### config.mk
export PLATFORM = sky130hd
export DESIGN_NAME = hazard_stall_ctrl_flat
export DESIGN_NICKNAME = d
export VERILOG_FILES = /design/src/rtl/hazard_stall_ctrl_pkg.sv /design/src/rtl/hazard_stall_ctrl_if.sv /design/src/rtl/hazard_stall_ctrl_sat_counter.sv /design/src/rtl/hazard_stall_ctrl.sv /design/src/flat_wrapper.sv
export SDC_FILE = /design/constraint.sdc
export NUM_CORES = 1
export LEC_CHECK = 0
export BUFFER_PORTS_ARGS = -buffer_cell sky130_fd_sc_hd__buf_4
export CAP_MARGIN = 40
export CORE_MARGIN = 4
export CORE_UTILIZATION = 35
export DETAILED_ROUTE_END_ITERATION = 16
export PLACE_DENSITY_LB_ADDON = 0.25
export SYNTH_ARGS = -nofsm -noshare
export SYNTH_HDL_FRONTEND = slang
export SYNTH_SLANG_ARGS = --single-unit
### constraint.sdc
create_clock -name clk -period 4.39 [get_ports clk]
set_input_delay 0.878 -clock clk [delete_from_list [all_inputs] [get_ports clk]]
set_output_delay 0.878 -clock clk [all_outputs]
set_load 0.1 [all_outputs]
### src/rtl/hazard_stall_ctrl_pkg.sv
`default_nettype none
// ============================================================================
//  Module   : hazard_stall_ctrl_pkg
//  Purpose  : Shared constants for the hazard/stall controller. Holds the
//             opcode values, the controller state encoding and a helper that
//             reports whether an opcode reads rt as a source operand.
//  Revision : 1.0  initial release
// ============================================================================
package hazard_stall_ctrl_pkg;

    localparam logic [5:0] OP_RTYPE = 6'h00;
    localparam logic [5:0] OP_LW    = 6'h23;
    localparam logic [5:0] OP_SW    = 6'h2B;
    localparam logic [5:0] OP_BEQ   = 6'h04;
    localparam logic [5:0] OP_BNE   = 6'h05;
    localparam logic [5:0] OP_J     = 6'h02;

    typedef enum logic [1:0] {
        ST_RUN   = 2'd0,
        ST_STALL = 2'd1,
        ST_WAIT  = 2'd2
    } state_t;

    // R-type, store and the two compare-branches all read rt as a source.
    function automatic logic uses_rt(input logic [5:0] op);
        return (op == OP_RTYPE) || (op == OP_SW) || (op == OP_BEQ) || (op == OP_BNE);
    endfunction

endpackage
`default_nettype wire

### src/rtl/hazard_stall_ctrl_if.sv
`default_nettype none
// ============================================================================
//  Module   : hazard_stall_ctrl_if
//  Purpose  : Bundle of pipeline-side signals of the hazard/stall controller.
//             Inputs : id_opcode, id_rs, id_rt, idex_memread, idex_rt,
//                      mem_branch_taken, id_jump, dmem_wait
//             Outputs: pc_write, ifid_write, ctrl_enable, ifid_flush,
//                      idex_flush, exmem_flush, stall_count, flush_count
//             master = pipeline side, slave = controller.
//  Revision : 1.0  initial release
// ============================================================================
interface hazard_stall_ctrl_if #(
    parameter int REG_W = 5,
    parameter int CNT_W = 16
) ();
    logic [5:0]       id_opcode;
    logic [REG_W-1:0] id_rs;
    logic [REG_W-1:0] id_rt;
    logic             idex_memread;
    logic [REG_W-1:0] idex_rt;
    logic             mem_branch_taken;
    logic             id_jump;
    logic             dmem_wait;
    logic             pc_write;
    logic             ifid_write;
    logic             ctrl_enable;
    logic             ifid_flush;
    logic             idex_flush;
    logic             exmem_flush;
    logic [CNT_W-1:0] stall_count;
    logic [CNT_W-1:0] flush_count;

    modport master (
        output id_opcode, id_rs, id_rt, idex_memread, idex_rt,
               mem_branch_taken, id_jump, dmem_wait,
        input  pc_write, ifid_write, ctrl_enable, ifid_flush, idex_flush,
               exmem_flush, stall_count, flush_count
    );

    modport slave (
        input  id_opcode, id_rs, id_rt, idex_memread, idex_rt,
               mem_branch_taken, id_jump, dmem_wait,
        output pc_write, ifid_write, ctrl_enable, ifid_flush, idex_flush,
               exmem_flush, stall_count, flush_count
    );
endinterface
`default_nettype wire

### src/rtl/hazard_stall_ctrl_sat_counter.sv
`default_nettype none
// ============================================================================
//  Module   : sat_counter
//  Purpose  : Event counter that sticks at all-ones instead of wrapping.
//             clk, rst (async, active-high), i_inc (count enable),
//             o_count (current value).
//  Revision : 1.0  initial release
// ============================================================================
module sat_counter #(
    parameter int CNT_W = 16
) (
    input  wire logic             clk,
    input  wire logic             rst,
    input  wire logic             i_inc,
    output logic      [CNT_W-1:0] o_count
);
    logic [CNT_W-1:0] r_count;

    always_ff @(posedge clk or posedge rst) begin
        if (rst) begin
            r_count <= '0;
        end else if (i_inc && (r_count != '1)) begin
            r_count <= r_count + CNT_W'(1);
        end
    end

    assign o_count = r_count;
endmodule
`default_nettype wire

### src/rtl/hazard_stall_ctrl.sv
`default_nettype none
// ============================================================================
//  Module   : hazard_stall_ctrl
//  Purpose  : Produces PC/IF-ID write enables, the Control bubble enable and
//             the pipeline flush strobes. Handles load-use hazards, taken
//             branches (MEM), jumps (ID), multi-cycle load stalls and
//             data-memory wait freezes; counts bubbles and redirects.
//             clk, reset (async, active-high), bus (slave side of
//             hazard_stall_ctrl_if).
//  Revision : 1.0  initial release
// ============================================================================
module hazard_stall_ctrl
    import hazard_stall_ctrl_pkg::*;
#(
    parameter int REG_W             = 5,
    parameter int LOAD_STALL_CYCLES = 1,
    parameter int CNT_W             = 16
) (
    input  wire logic         clk,
    input  wire logic         reset,
    hazard_stall_ctrl_if.slave bus
);
    // Remaining-bubble counter only has to hold LOAD_STALL_CYCLES-1.
    localparam int c_SCNT_W = (LOAD_STALL_CYCLES > 2) ? $clog2(LOAD_STALL_CYCLES) : 1;
    localparam logic [c_SCNT_W-1:0] c_CNT_ONE  = c_SCNT_W'(1);
    localparam logic [c_SCNT_W-1:0] c_CNT_LOAD = c_SCNT_W'(LOAD_STALL_CYCLES - 1);

    state_t              r_state;
    logic [c_SCNT_W-1:0] r_cnt;

    state_t              w_eff_state;
    state_t              w_next_state;
    logic [c_SCNT_W-1:0] w_next_cnt;
    logic [REG_W-1:0]    w_idex_rt;
    logic                w_load_use;
    logic                w_pc_write, w_ifid_write, w_ctrl_enable;
    logic                w_ifid_flush, w_idex_flush, w_exmem_flush;
    logic                w_stall_inc, w_flush_inc;

    assign w_idex_rt  = bus.idex_rt;
    assign w_load_use = bus.idex_memread && (w_idex_rt != '0) &&
                        ((w_idex_rt == bus.id_rs) ||
                         (uses_rt(bus.id_opcode) && (w_idex_rt == bus.id_rt)));

    // The freeze lasts exactly as long as dmem_wait: in the cycle it drops,
    // WAIT already behaves like the state it returns to.
    always_comb begin
        w_eff_state = r_state;
        if ((r_state == ST_WAIT) && !bus.dmem_wait) begin
            w_eff_state = (r_cnt != '0) ? ST_STALL : ST_RUN;
        end
    end

    always_comb begin
        w_pc_write    = 1'b0;
        w_ifid_write  = 1'b0;
        w_ctrl_enable = 1'b0;
        w_ifid_flush  = 1'b0;
        w_idex_flush  = 1'b0;
        w_exmem_flush = 1'b0;
        w_stall_inc   = 1'b0;
        w_flush_inc   = 1'b0;
        w_next_state  = r_state;
        w_next_cnt    = r_cnt;

        if (bus.dmem_wait) begin
            // Whole pipe frozen; remaining stall bubbles are kept in r_cnt.
            w_ctrl_enable = 1'b1;
            w_next_state  = ST_WAIT;
        end else if (bus.mem_branch_taken) begin
            w_pc_write    = 1'b1;
            w_ifid_write  = 1'b1;
            w_ifid_flush  = 1'b1;
            w_idex_flush  = 1'b1;
            w_exmem_flush = 1'b1;
            w_flush_inc   = 1'b1;
            w_next_state  = ST_RUN;
            w_next_cnt    = '0;
        end else if (w_eff_state == ST_STALL) begin
            // A jump in ID is not acted on here: ID is held and it is seen again.
            w_stall_inc  = 1'b1;
            w_next_cnt   = r_cnt - c_CNT_ONE;
            w_next_state = (r_cnt == c_CNT_ONE) ? ST_RUN : ST_STALL;
        end else if (bus.id_jump) begin
            w_pc_write    = 1'b1;
            w_ifid_write  = 1'b1;
            w_ctrl_enable = 1'b1;
            w_ifid_flush  = 1'b1;
            w_flush_inc   = 1'b1;
            w_next_state  = ST_RUN;
        end else if (w_load_use) begin
            w_stall_inc = 1'b1;
            if (LOAD_STALL_CYCLES > 1) begin
                w_next_state = ST_STALL;
                w_next_cnt   = c_CNT_LOAD;
            end else begin
                w_next_state = ST_RUN;
            end
        end else begin
            w_pc_write    = 1'b1;
            w_ifid_write  = 1'b1;
            w_ctrl_enable = 1'b1;
            w_next_state  = ST_RUN;
        end
    end

    always_ff @(posedge clk or posedge reset) begin
        if (reset) begin
            r_state <= ST_RUN;
            r_cnt   <= '0;
        end else begin
            r_state <= w_next_state;
            r_cnt   <= w_next_cnt;
        end
    end

    // Strobes are forced low for as long as reset is held.
    assign bus.pc_write    = w_pc_write    & ~reset;
    assign bus.ifid_write  = w_ifid_write  & ~reset;
    assign bus.ctrl_enable = w_ctrl_enable & ~reset;
    assign bus.ifid_flush  = w_ifid_flush  & ~reset;
    assign bus.idex_flush  = w_idex_flush  & ~reset;
    assign bus.exmem_flush = w_exmem_flush & ~reset;

    sat_counter #(.CNT_W(CNT_W)) u_stall_cnt (
        .clk     (clk),
        .rst     (reset),
        .i_inc   (w_stall_inc),
        .o_count (bus.stall_count)
    );

    sat_counter #(.CNT_W(CNT_W)) u_flush_cnt (
        .clk     (clk),
        .rst     (reset),
        .i_inc   (w_flush_inc),
        .o_count (bus.flush_count)
    );
endmodule
`default_nettype wire

### src/flat_wrapper.sv
// flat-port wrapper written by rule: the top's interface ports become plain ports
module hazard_stall_ctrl_flat import hazard_stall_ctrl_pkg::*;
#(
    parameter int REG_W             = 5,
    parameter int LOAD_STALL_CYCLES = 1,
    parameter int CNT_W             = 16
)
  (clk, reset, bus_id_opcode, bus_id_rs, bus_id_rt, bus_idex_memread, bus_idex_rt, bus_mem_branch_taken, bus_id_jump, bus_dmem_wait, bus_pc_write, bus_ifid_write, bus_ctrl_enable, bus_ifid_flush, bus_idex_flush, bus_exmem_flush, bus_stall_count, bus_flush_count);
  hazard_stall_ctrl_if #(.REG_W(REG_W), .CNT_W(CNT_W)) bus_i ();
  input  wire logic clk;
  input  wire logic reset;
  input wire logic [$bits(bus_i.id_opcode)-1:0] bus_id_opcode;
  input wire logic [$bits(bus_i.id_rs)-1:0] bus_id_rs;
  input wire logic [$bits(bus_i.id_rt)-1:0] bus_id_rt;
  input wire logic [$bits(bus_i.idex_memread)-1:0] bus_idex_memread;
  input wire logic [$bits(bus_i.idex_rt)-1:0] bus_idex_rt;
  input wire logic [$bits(bus_i.mem_branch_taken)-1:0] bus_mem_branch_taken;
  input wire logic [$bits(bus_i.id_jump)-1:0] bus_id_jump;
  input wire logic [$bits(bus_i.dmem_wait)-1:0] bus_dmem_wait;
  output wire logic [$bits(bus_i.pc_write)-1:0] bus_pc_write;
  output wire logic [$bits(bus_i.ifid_write)-1:0] bus_ifid_write;
  output wire logic [$bits(bus_i.ctrl_enable)-1:0] bus_ctrl_enable;
  output wire logic [$bits(bus_i.ifid_flush)-1:0] bus_ifid_flush;
  output wire logic [$bits(bus_i.idex_flush)-1:0] bus_idex_flush;
  output wire logic [$bits(bus_i.exmem_flush)-1:0] bus_exmem_flush;
  output wire logic [$bits(bus_i.stall_count)-1:0] bus_stall_count;
  output wire logic [$bits(bus_i.flush_count)-1:0] bus_flush_count;
  assign bus_i.id_opcode = bus_id_opcode;
  assign bus_i.id_rs = bus_id_rs;
  assign bus_i.id_rt = bus_id_rt;
  assign bus_i.idex_memread = bus_idex_memread;
  assign bus_i.idex_rt = bus_idex_rt;
  assign bus_i.mem_branch_taken = bus_mem_branch_taken;
  assign bus_i.id_jump = bus_id_jump;
  assign bus_i.dmem_wait = bus_dmem_wait;
  assign bus_pc_write = bus_i.pc_write;
  assign bus_ifid_write = bus_i.ifid_write;
  assign bus_ctrl_enable = bus_i.ctrl_enable;
  assign bus_ifid_flush = bus_i.ifid_flush;
  assign bus_idex_flush = bus_i.idex_flush;
  assign bus_exmem_flush = bus_i.exmem_flush;
  assign bus_stall_count = bus_i.stall_count;
  assign bus_flush_count = bus_i.flush_count;
  hazard_stall_ctrl #(.REG_W(REG_W), .LOAD_STALL_CYCLES(LOAD_STALL_CYCLES), .CNT_W(CNT_W)) u_core (.clk(clk), .reset(reset), .bus(bus_i));
endmodule
# Word-level counts from Yosys, hierarchy flattened
# Index checks and enable logic that the tools add are counted.
# classes
bitwise_logic	6
n_reduce_logical	15
n_addsub	3
n_eq_ne	9
mux	26
# ops
op	count
adder 16 x 1 -> 16 bit, second input constant	2
!= test 16 bit, second input constant	2
2-to-1 mux 1 bit	22
equality test 6 x 3 -> 1 bit, second input constant	2
equality test 5 bit	2
2-to-1 mux 2 bit	4
equality test 6 bit, second input constant	1
logical AND 1 bit	6
logical NOT 6 bit	1
nonzero test 5 bit	1
bitwise AND 1 bit	4
logical OR 1 bit	4
equality test 2 x 1 -> 1 bit, second input constant	1
equality test 2 bit, second input constant	1
NOT 1 bit	2
AND reduction 2 bit	1
nonzero test 2 bit	1
logical NOT 1 bit	1
subtractor 1 bit, second input constant	1
# totals
regBits	35
elab_cells	63

# Logic depth before layout (Yosys ltp)
# depth
word_depth	13
ltp_mapped	7

# Hierarchy
# From an unflattened synthesis, not the netlist that was laid out.
# hier_totals
hier_cells	188
area_unflattened_um2	1994.4
# modules_own_cells
module	area_per_inst_um2	instances	cells_each
sat_counter	805.8	2	71
hazard_stall_ctrl	382.9	1	46

# Least setup slack after synthesis
# No wires, ideal clock.
# synth_path
path_type	in2out
from	input port bus_idex_rt[0]
to	output port bus_pc_write
t_arrival_ns	4.765
path_buffers	1
path_stages	6
path_slack_ns	-1.253
t_required_ns	3.512
path_cell_list	or4_1 o21ai_0 o31a_2 nand2_1 a211oi_1 buf_4
# synth_via
elab_chain_cells	10
elab_cells_between_ends	13
classes_between	eq/ne: 2; mux: 5; bitwise: 1; reduce/logical: 5
# synth_rtl
item	line	rtl
from (decl)	flat_wrapper.sv:16	input wire logic [$bits(bus_i.idex_rt)-1:0] bus_idex_rt;
equality test 5 bit	hazard_stall_ctrl.sv:43	(uses_rt(bus.id_opcode) && (w_idex_rt == bus.id_rt)));
logical AND 1 bit	hazard_stall_ctrl.sv:43	
logical OR 1 bit	hazard_stall_ctrl.sv:42	((w_idex_rt == bus.id_rs) ||
logical AND 1 bit (*)	hazard_stall_ctrl.sv:41	assign w_load_use = bus.idex_memread && (w_idex_rt != '0) &&
2-to-1 mux 1 bit (*) (5 in series)	n/a	
bitwise AND 1 bit (*)	n/a	
to (decl)	flat_wrapper.sv:20	output wire logic [$bits(bus_i.pc_write)-1:0] bus_pc_write;
# Mark *: on every way between the ends. The rest lies on a longest branch, timed or not.

# Worst setup path in the final report
# layout_path
from	input port bus_idex_rt[0]
to	output port bus_pc_write
# layout_via
elab_chain_cells	10
elab_cells_between_ends	13
classes_between	eq/ne: 2; mux: 5; bitwise: 1; reduce/logical: 5
# layout_rtl
item	line	rtl
equality test 5 bit	hazard_stall_ctrl.sv:43	
logical AND 1 bit	hazard_stall_ctrl.sv:43	
logical OR 1 bit	hazard_stall_ctrl.sv:42	
logical AND 1 bit (*)	hazard_stall_ctrl.sv:41	
2-to-1 mux 1 bit (*)	hazard_stall_ctrl.sv:91	end else if (w_load_use) begin
2-to-1 mux 1 bit (*)	hazard_stall_ctrl.sv:84	end else if (bus.id_jump) begin
2-to-1 mux 1 bit (*)	hazard_stall_ctrl.sv:79	end else if (w_eff_state == ST_STALL) begin
2-to-1 mux 1 bit (*)	hazard_stall_ctrl.sv:70	end else if (bus.mem_branch_taken) begin
2-to-1 mux 1 bit (*)	hazard_stall_ctrl.sv:66	if (bus.dmem_wait) begin
bitwise AND 1 bit (*)	hazard_stall_ctrl.sv:118	assign bus.pc_write = w_pc_write & ~reset;
# Marked as above.

==> flow_metrics.py <==
metrics = {
    "logic_synthesis": {
        "synth_cells": 177,
        "netlist.area_leader.share_pct": 47.04,
        "synth_sequential_area_ratio_pct": 47.04,
        "synth_edf_count": 0,
        "synth_common_cells": "35 x dfrtp_1, 35 x xnor2_1, 18 x nand3_1, 12 x nand2_1, 9 x nand4_1",
        "synth_cell_type_count": 37,
        "avgSynthCellArea_um2": 10.52,
        "yosysWarnings": 0,
        "synthFlopType": "dfrtp_1",
        "syn_area_um2": 1862,
        "yosysTopAreaCell": "dfrtp_1",
        "synth_seq_cells": 35,
        "syn_nets": 206,
        "synth_area_leaders": "dfrtp_1 47%, xnor2_1 16%, nand3_1 4.8%",
        "synthArstFlopShare_pct": 100.0,
    },
    "floorplan": {
        "ios": 65,
        "start_util_pct": 36.22,
        "row_count": 26,
        "dieWidth_um": 80.94,
        "die-area_um2": 6550,
        "fp.coreArea_um2": 5140,
        "die_h_um": 80.94,
    },
    "clock_tree": {
        "cts_made_buffers": 5,
        "cts_setup_buffers": 0,
        "clk_pin_slew_ps": 70,
        "cts_tree": "done",
        "cts-htree-levels": 2,
        "clock_path_buffers": 2,
        "clock_latency_ps": 280,
        "clock_sinks": 35,
        "cts_hold_buf": 0,
        "cts-resized-gates": 0,
        "cts-root-buf": "clkbuf_8",
    },
    "worst_setup_path": {
        "worst_ep_arrival_time_ps": 2690,
        "worstPathRequired_ps": 3510,
        "path_class": "input port to output pin",
        "cp-end-kind": "output pin",
        "crit_fanout": 3,
        "crit_path_start_kind": "input port",
    },
    "routing": {
        "routedWlPerCell_um": 13.30,
        "drc": 0,
        "drt_iter0_markers": 52,
        "wirelength_um": 4189,
        "vias": 1519,
        "dr.pass1.iters": 4,
        "postRouteAntennaNets": 0,
        "routed_via_density": 4.822,
    },
    "sta": {
        "worst_clock_skew_ps": 2.993,
        "grt_setup_unrepaired": "false",
        "fin_hold_ws_ps": 495.1,
        "period_minus_slack_ps": 3565,
        "finalHoldViolations": 0,
        "fmax_mhz": 280.5,
        "slew_viol_final": 0,
        "setup_viol": 0,
        "relSlewSlack_pct": 54.56,
        "setup_tns_ps": 0,
        "fin_crit_sh_pct": 81.20,
        "setup_slack_ps": 825.2,
        "worst_pin_slew_ps": 676.3,
    },
    "placed_design": {
        "placed_area_um2": 2410,
        "dp_slack_ps": 846.3,
        "place_hpwl_um": 3206,
        "portBuffers": 64,
        "routabilityCongestion": 0.7499,
    },
    "layout": {
        "final_area_um2": 2510,
        "nFillCells": 515,
        "nNetsFinal": 273,
        "diodes": 0,
        "area_delta_synth_final_pct": 34.81,
        "layout-drive-gt1-share_pct": 32.65,
    },
    "power_and_ir_drop": {
        "p_per_area_nw_per_um2": 417.7,
        "p_leak_nw": 1.184,
        "power_mw": 1.048,
        "peakVddDrop_uv": 305.1,
    },
    "global_routing": {
        "grt-ovfl-total": 0,
        "gr-usage-met2_pct": 21.84,
        "busiest_layer": "met2",
        "grt_pass1_wl_um": 6989,
        "antenna_found_initial": 0,
        "grt_pass1_vias": 1498,
        "grt_util_all_layers_pct": 13.75,
        "grt.met1_usage_pct": 17.83,
        "grt_start_max_net_pins": 36,
        "met3_usage_pct": 4.545,
    },
    "outcome": {
        "outcome": "complete, no violations",
    },
    "hold_path": {
        "min-delay-path-class": "register to register",
    },
    "flow_run": {
        "maxCapViolCount": 0,
    },
}
state kept, by name, indices dropped and copies added, names as in the netlist:
signal,count
u_core.u_flush_cnt.o_count,16
u_core.u_stall_cnt.o_count,16
u_core.r_state,2
u_core.r_cnt,1
power by group:
group	switching, mW	leakage, nW	internal (mW)	total [mW]
clock	0.112	0.0515	0.143	0.255
sequential	0.0390	0.475	0.353	0.392
combinational	0.304	0.657	0.0971	0.401
cells in the final DEF, fill, tap and decap left out, types with 2 or more instances in the layout:
| cell | count |
|---|---|
| a21oi_1 | 2 |
| a31oi_1 | 2 |
| and2_1 | 3 |
| and3_1 | 8 |
| and4_1 | 4 |
| buf_4 | 65 |
| clkbuf_8 | 7 |
| dfrtp_1 | 35 |
| ha_1 | 2 |
| inv_1 | 3 |
| nand2_1 | 12 |
| nand2b_1 | 3 |
| nand3_1 | 18 |
| nand3b_1 | 3 |
| nand4_1 | 9 |
| nor2_1 | 4 |
| nor3_1 | 5 |
| o21ai_0 | 2 |
| or4_1 | 2 |
| xnor2_1 | 35 |
| xor2_1 | 5 |
layer usage:
layer  up-vias  wire length, um
met5         -                0
met4         0               42
met3         4              227
met2        34             2002
met1       722             1918
li1        759                -
cells by family after synthesis:
kind of cell | count (synthesis) | share of synthesized area (%)
buffers and inverters | 8 | 2.621
multiplexers | 2 | 1.411
AND/OR/NAND/NOR | 79 | 24.19
AO/OA/AOI/OAI | 11 | 4.570
adder cells (fa/ha/maj) | 2 | 1.344
flip-flops | 35 | 47.04
XOR/XNOR | 40 | 18.82
per-stage QoR:
stage | instances | utilization (%)
2_1_floorplan | 177 | -
3_3_place_gp | 307 | 46.88
3_5_place_dp | 307 | 46.88
4_1_cts | 315 | 48.83
5_1_grt | 315 | 48.83
6_report | 315 | 48.83
worst max-delay path: stages:
cell	delay (ps)
buf_4	120
or4_1	520
o21ai_0	250
o31a_2	240
nand2_1	70
a211oi_2	270
buf_4	330
area by class of cell:
class	count	area [um2]	share of cell area, %
clock buffer	8	100.1	3.988
sequential	35	875.8	34.90
timing repair buffer	65	488.0	19.44
tap	70	87.58	3.490
inverter	3	11.26	0.4487
multi-input combinational	134	947.2	37.74
path summary, 6_finish.rpt:
check / startpoint / end / slack, ps / cells after the start
min: u_core.u_stall_cnt.o_count[7]$_DFFE_PP0P_ / u_core.u_stall_cnt.o_count[7]$_DFFE_PP0P_ / 500 / 1
max reg2reg: u_core.u_stall_cnt.o_count[0]$_DFFE_PP0P_ / u_core.u_stall_cnt.o_count[13]$_DFFE_PP0P_ / 1840 / 7
max in group asynchronous: reset / u_core.u_stall_cnt.o_count[10]$_DFFE_PP0P_ / 3330 / 3
max: bus_idex_rt[0] / bus_pc_write / 830 / 7
min reg2reg: u_core.u_stall_cnt.o_count[7]$_DFFE_PP0P_ / u_core.u_stall_cnt.o_count[7]$_DFFE_PP0P_ / 500 / 1
min in group asynchronous: reset / u_core.r_state[0]$_DFF_PP0_ / 720 / 3
Power figures use the tool's default switching activity.
